<file path="src/rtl/bpu_pkg.sv">
// Shared types and helpers for the branch-prediction unit.
// Two-bit saturating direction counter encoding and its update rules.
package bpu_pkg;

  typedef enum logic [1:0] {
    SNT = 2'b00,
    WNT = 2'b01,
    WT  = 2'b10,
    ST  = 2'b11
  } ctr_e;

  function automatic logic [1:0] sat_inc(input logic [1:0] value);
    return (value == ST) ? value : value + 2'd1;
  endfunction

  function automatic logic [1:0] ctr_next(input logic [1:0] ctr, input logic taken);
    if (taken) return sat_inc(ctr);
    return (ctr == SNT) ? ctr : ctr - 2'd1;
  endfunction

endpackage

</file>
<file path="src/rtl/bpu_sat_ctr.sv">
// Generic saturating up-counter: counts enabled cycles, holds at all-ones.
// One-cycle update latency; no backpressure (en is sampled every edge).
module bpu_sat_ctr #(
  parameter int W = 16
) (
  input  logic         clk,
  input  logic         rst,
  input  logic         en,
  output logic [W-1:0] count
);

  logic [W-1:0] count_q;
  logic [W-1:0] count_d;

  always_comb begin
    count_d = count_q;
    if (en && (count_q != '1)) count_d = count_q + W'(1);
  end

  always_ff @(posedge clk or negedge rst) begin
    if (!rst) count_q <= '0;
    else      count_q <= count_d;
  end

  assign count = count_q;

endmodule

</file>
<file path="src/rtl/bpu_btb.sv">
// Direct-mapped BTB with 2-bit direction counters: zero-latency lookup, edge-written update.
// Lookup never stalls; an update in the same cycle is only visible on the following cycle.
module bpu_btb
  import bpu_pkg::*;
#(
  parameter int         ADDR_W    = 32,
  parameter int         ENTRIES   = 16,
  parameter int         CNT_W     = 16,
  parameter logic [1:0] CTR_ALLOC = 2'b10
) (
  input  logic              clk,
  input  logic              rst,
  input  logic [ADDR_W-1:0] if_pc,
  output logic              pred_hit,
  output logic              pred_taken,
  output logic [ADDR_W-1:0] pred_target,
  input  logic              upd_valid,
  input  logic [ADDR_W-1:0] upd_pc,
  input  logic              upd_taken,
  input  logic [ADDR_W-1:0] upd_target,
  input  logic              upd_pred_taken,
  input  logic [ADDR_W-1:0] upd_pred_target,
  input  logic              flush_all,
  output logic              mispredict,
  output logic [CNT_W-1:0]  hit_cnt,
  output logic [CNT_W-1:0]  mispred_cnt
);

  localparam int IDX_W = $clog2(ENTRIES);
  localparam int TAG_W = ADDR_W - IDX_W - 2;

  logic [ENTRIES-1:0] valid_q;
  logic [TAG_W-1:0]   tag_q [ENTRIES];
  logic [ADDR_W-3:0]  tgt_q [ENTRIES];
  logic [1:0]         ctr_q [ENTRIES];

  logic [IDX_W-1:0] lk_idx;
  logic [TAG_W-1:0] lk_tag;
  logic [IDX_W-1:0] upd_idx;
  logic [TAG_W-1:0] upd_tag;
  logic             upd_hit;
  logic             wr_en;
  logic [1:0]       ctr_d;
  logic             unused_lsbs;

  assign lk_idx  = if_pc[IDX_W+1:2];
  assign lk_tag  = if_pc[ADDR_W-1:IDX_W+2];
  assign upd_idx = upd_pc[IDX_W+1:2];
  assign upd_tag = upd_pc[ADDR_W-1:IDX_W+2];

  // Targets are word aligned, so the low two bits are never stored.
  assign unused_lsbs = ^{upd_pc[1:0], upd_target[1:0]};

  assign pred_hit    = valid_q[lk_idx] && (tag_q[lk_idx] == lk_tag);
  assign pred_taken  = pred_hit && ctr_q[lk_idx][1];
  assign pred_target = pred_taken ? {tgt_q[lk_idx], 2'b00} : if_pc + ADDR_W'(4);

  assign mispredict = upd_valid &&
                      ((upd_taken != upd_pred_taken) ||
                       (upd_taken && (upd_target != upd_pred_target)));

  assign upd_hit = valid_q[upd_idx] && (tag_q[upd_idx] == upd_tag);
  assign wr_en   = upd_valid && !flush_all && (upd_hit || upd_taken);

  always_comb begin
    ctr_d = CTR_ALLOC;
    if (upd_hit) ctr_d = ctr_next(ctr_q[upd_idx], upd_taken);
  end

  // Rewriting valid/tag on a hit is a no-op, which keeps hit and allocate on one path.
  always_ff @(posedge clk or negedge rst) begin
    if (!rst) begin
      valid_q <= '0;
      for (int i = 0; i < ENTRIES; i++) begin
        tag_q[i] <= '0;
        tgt_q[i] <= '0;
        ctr_q[i] <= WNT;
      end
    end else if (flush_all) begin
      valid_q <= '0;
    end else if (wr_en) begin
      valid_q[upd_idx] <= 1'b1;
      tag_q[upd_idx]   <= upd_tag;
      ctr_q[upd_idx]   <= ctr_d;
      if (upd_taken) tgt_q[upd_idx] <= upd_target[ADDR_W-1:2];
    end
  end

  bpu_sat_ctr #(.W(CNT_W)) u_hit_cnt (
    .clk   (clk),
    .rst   (rst),
    .en    (pred_hit),
    .count (hit_cnt)
  );

  bpu_sat_ctr #(.W(CNT_W)) u_mispred_cnt (
    .clk   (clk),
    .rst   (rst),
    .en    (mispredict),
    .count (mispred_cnt)
  );

endmodule

</file>
<file path="config.mk">
export PLATFORM = sky130hd
export DESIGN_NAME = bpu_btb
export DESIGN_NICKNAME = d
export VERILOG_FILES = /design/src/rtl/bpu_pkg.sv /design/src/rtl/bpu_sat_ctr.sv /design/src/rtl/bpu_btb.sv
export SDC_FILE = /design/constraint.sdc
export NUM_CORES = 2
export LEC_CHECK = 0
export ABC_CLOCK_PERIOD_IN_PS = 8800
export CAP_MARGIN = 20
export CORE_AREA = 2 2 306 308
export DETAILED_ROUTE_END_ITERATION = 7
export DIE_AREA = 0 0 308 310
export PLACE_DENSITY = 0.81
export SLEW_MARGIN = 10
export SYNTH_ARGS = -nofsm -noshare
export SYNTH_HDL_FRONTEND = slang
export SYNTH_SLANG_ARGS = --single-unit
</file>
<file path="constraint.sdc">
create_clock -name clk -period 8.8 [get_ports clk]
set_input_delay 2.2 -clock clk [delete_from_list [all_inputs] [get_ports clk]]
set_output_delay 2.2 -clock clk [all_outputs]
set_load 0.01 [all_outputs]
</file>
==> metrics.yaml <==
outcome:
  outcome: "finished, final reports clean"
synth:
  synth-compound-area-share_pct: 2.29
  ys_seq_area_share_pct: 48.7
  synth_common_cells: "dfrtp_1, mux2_2, mux4_2"
  synthesis.nets: 3499
  synth-warning-count: 0
  syn_avg_cell_area_um2: 14.9
  syn_inst: 3362
  synth.most_common_cell: "dfrtp_1"
  synth_xor_area_share_pct: 2.79
  synth_mux_area_share_pct: 40.0
  synthArstFlopShare_pct: 100
  synthFlopType: "dfrtp_1"
  synth_top_family_by_area: "multiplexers"
  synth_adder_area_share_pct: 0.0947
  synth_cell_type_count: 68
  synth_area_leaders: "dfrtp_1, mux2_2, mux4_2"
  synth_area_mm2: 0.0502
  yosysTopAreaCell: "dfrtp_1"
  yosys.area_share.simple_pct: 3.03
  synth_seq_cells: 976
  netlist.area_leader.share_pct: 47.9
  synth-edff-count: 0
min_path:
  worstHoldStart: "u_mispred_cnt.count[6]"
  hold_path_end: "u_mispred_cnt.count[6]"
  hold_depth: 1
  min_path_type: "reg -> reg"
timing:
  rsz0062_at_grt: "false"
  timing.final.crit_share_pct: 95.9
  fin_crit_ns: 8.44
  finalSetupViolCount: 0
  slew_headroom_pct: 21.4
  tns_ns: 0
  slew_viol_final: 0
  hold_violations: 0
  finClkSkew_ns: 0.0713
  clock.fmax_mhz: 118
  worstMarginPinSlew_ns: 1.18
  hold_slack_ns: 0.499
clock_network:
  cts_buffer_depth: 3
  clk_pin_slew_ns: 0.06
  cts-root-buf: "clkbuf_16"
  cts_max_level: 3
  numClockSinks: 976
  post_cts_resize_count: 0
  postCtsSetupRepairBufs: 0
  cts_buffers: 102
  clk_latency_ns: 0.74
  cts_tree: "built"
  postCtsHoldBufs: 0
drt:
  drtAntennaViolNets: 0
  first_pass_iters: 8
  vias_per_cell: 6.71
  first_iter_violations: 3706
  wirelength_um: 144000
  drc: 0
  route.vias.total: 31900
  wl_per_cell_um: 30.3
power:
  ir_worst_vdd_uv: 176
  total_power_mw: 11.8
  power.density_mw_per_mm2: 208
  p_leak_nw: 25.6
global_routing:
  antenna_found_initial: 11
  grt_overflow_total: 0
  grt_pass1_wl_um: 215000
  grt_usage_pct: 30.5
  grt_pass1_vias: 32800
  grt_max_degree: 182
critical_path:
  crit_arrival_ns: 6.24
  worst-setup-path-type: "in -> out"
  worstPathRequired_ns: 6.60
  crit_path_end_kind: "primary output"
  crit_path_start_kind: "primary input"
  rrSetupSlack_ns: 3.89
  r2r_cells: 9
  reg2reg_from: "tag_q[415]"
  cp_max_fo: 36
  r2r_end: "tag_q[60]"
floorplanning:
  dieHeight_um: 310
  num_io_pins: 201
  num_rows: 112
  dieArea_mm2: 0.0955
  coreArea_mm2: 0.0925
  start_util_pct: 54.3
  die_x_um: 308
finish:
  final_core_util_pct: 61.2
  fillers: 6745
  area_delta_synth_final_pct: 12.9
  stdcell_count: 4746
  nets: 3603
  drive_gt1_share_pct: 40.6
  seqCellArea_mm2: 0.0244
  multiInputGateArea_mm2: 0.0243
job:
  drv_cap: 0
placed_design:
  globalplace.congestion: 0.923
  port_buffers: 198
  dp_hpwl_um: 88700
  post-place-cells: 4559
placed cells by master (no fill, tap or decap), types with 11 or more instances in the layout:
| cell | netlist | final |
|---|---|---|
| mux2i_1 | 147 | 147 |
| nor2_4 | 0 | 12 |
| and3_1 | 21 | 21 |
| xnor2_1 | 95 | 95 |
| nand4_1 | 23 | 23 |
| nor2_1 | 74 | 62 |
| dfstp_2 | 16 | 16 |
| nor4_1 | 16 | 16 |
| mux2_1 | 170 | 170 |
| inv_1 | 33 | 33 |
| a22oi_1 | 16 | 16 |
| o22ai_1 | 11 | 11 |
| clkbuf_1 | 137 | 24 |
| clkinv_2 | 0 | 12 |
| o21ai_0 | 19 | 19 |
| buf_4 | 12 | 88 |
| nand2_1 | 45 | 41 |
| a22o_1 | 22 | 22 |
| clkbuf_16 | 0 | 102 |
| nand3_1 | 38 | 38 |
| clkbuf_8 | 0 | 30 |
| xor2_1 | 65 | 65 |
| clkdlybuf4s50_1 | 0 | 190 |
| dfrtp_1 | 960 | 960 |
| mux2_4 | 19 | 19 |
| mux4_2 | 356 | 356 |
| a21oi_1 | 54 | 54 |
| nor3_1 | 25 | 25 |
| mux2_2 | 744 | 744 |
worst max path at each step:
stage,endpoint,cells past startpoint,startpoint,slack (ns)
floorplan,pred_target[19],11,if_pc[3],1.25
global placement,pred_target[3],13,if_pc[4],0.53
detailed placement,pred_target[11],13,if_pc[4],0.49
CTS,pred_target[11],13,if_pc[4],0.47
global route,pred_target[11],13,if_pc[4],0.23
finish,pred_target[11],13,if_pc[4],0.36
routing by layer:
| metal | global-route usage (%) | vias to the layer above | wire [um] |
|---|---|---|---|
| met2 | 47.5 | 1575 | 67100 |
| met5 | 0 | - | 70 |
| met4 | 12.8 | 12 | 6510 |
| met3 | 6.62 | 371 | 13300 |
| li1 | - | 12900 | - |
| met1 | 41.8 | 17100 | 56600 |
critical path: stages:
cell	delay [ns]
buf_6	0.40
buf_12	0.29
buf_4	0.39
mux4_2	0.38
o21ai_0	0.32
a22oi_1	0.12
a32oi_1	0.25
nor2b_1	0.08
and3_1	0.18
nand4_1	0.16
buf_4	0.46
mux2_2	0.44
clkdlybuf4s50_1	0.50
flip-flops by register name, indices dropped and copies added, names as in the netlist:
| name | count |
|---|---|
| ctr_q | 32 |
| tag_q | 416 |
| tgt_q | 480 |
| u_hit_cnt.count | 16 |
| u_mispred_cnt.count | 16 |
| valid_q | 16 |
logic make-up after synthesis:
family	after synthesis
flip-flops	976
multiplexers	1436
XOR/XNOR	160
AND/OR/NAND/NOR	292
buffers and inverters	328
adder cells (fa/ha/maj)	4
AO/OA/AOI/OAI	166
final cells by class:
cell class / instances / share of cell area, %
clock buffer: 156 / 5.40
antenna: 6 / 0.0265
sequential: 976 / 43.2
multi-input combinational: 2058 / 42.9
timing repair buffer: 293 / 4.98
tap: 1197 / 2.64
inverter: 35 / 0.236
clock inverter: 25 / 0.636
power breakdown:
| group | internal, mW | leakage (nW) | total [mW] | switching [mW] |
|---|---|---|---|---|
| registers | 5.06 | 12.9 | 5.45 | 0.387 |
| clock network | 2.51 | 1.67 | 4.39 | 1.88 |
| logic | 1.07 | 11.0 | 1.94 | 0.868 |
| total | 8.65 | 25.6 | 11.8 | 3.13 |
metrics by stage:
step	area, um2	setup slack (ns)
floorplan	50200	1.25
global placement	53200	0.526
detailed placement	53200	0.494
CTS	56600	0.470
global route	56600	0.230
finish	56600	0.361
No activity file was read; power rests on OpenSTA's default activity.
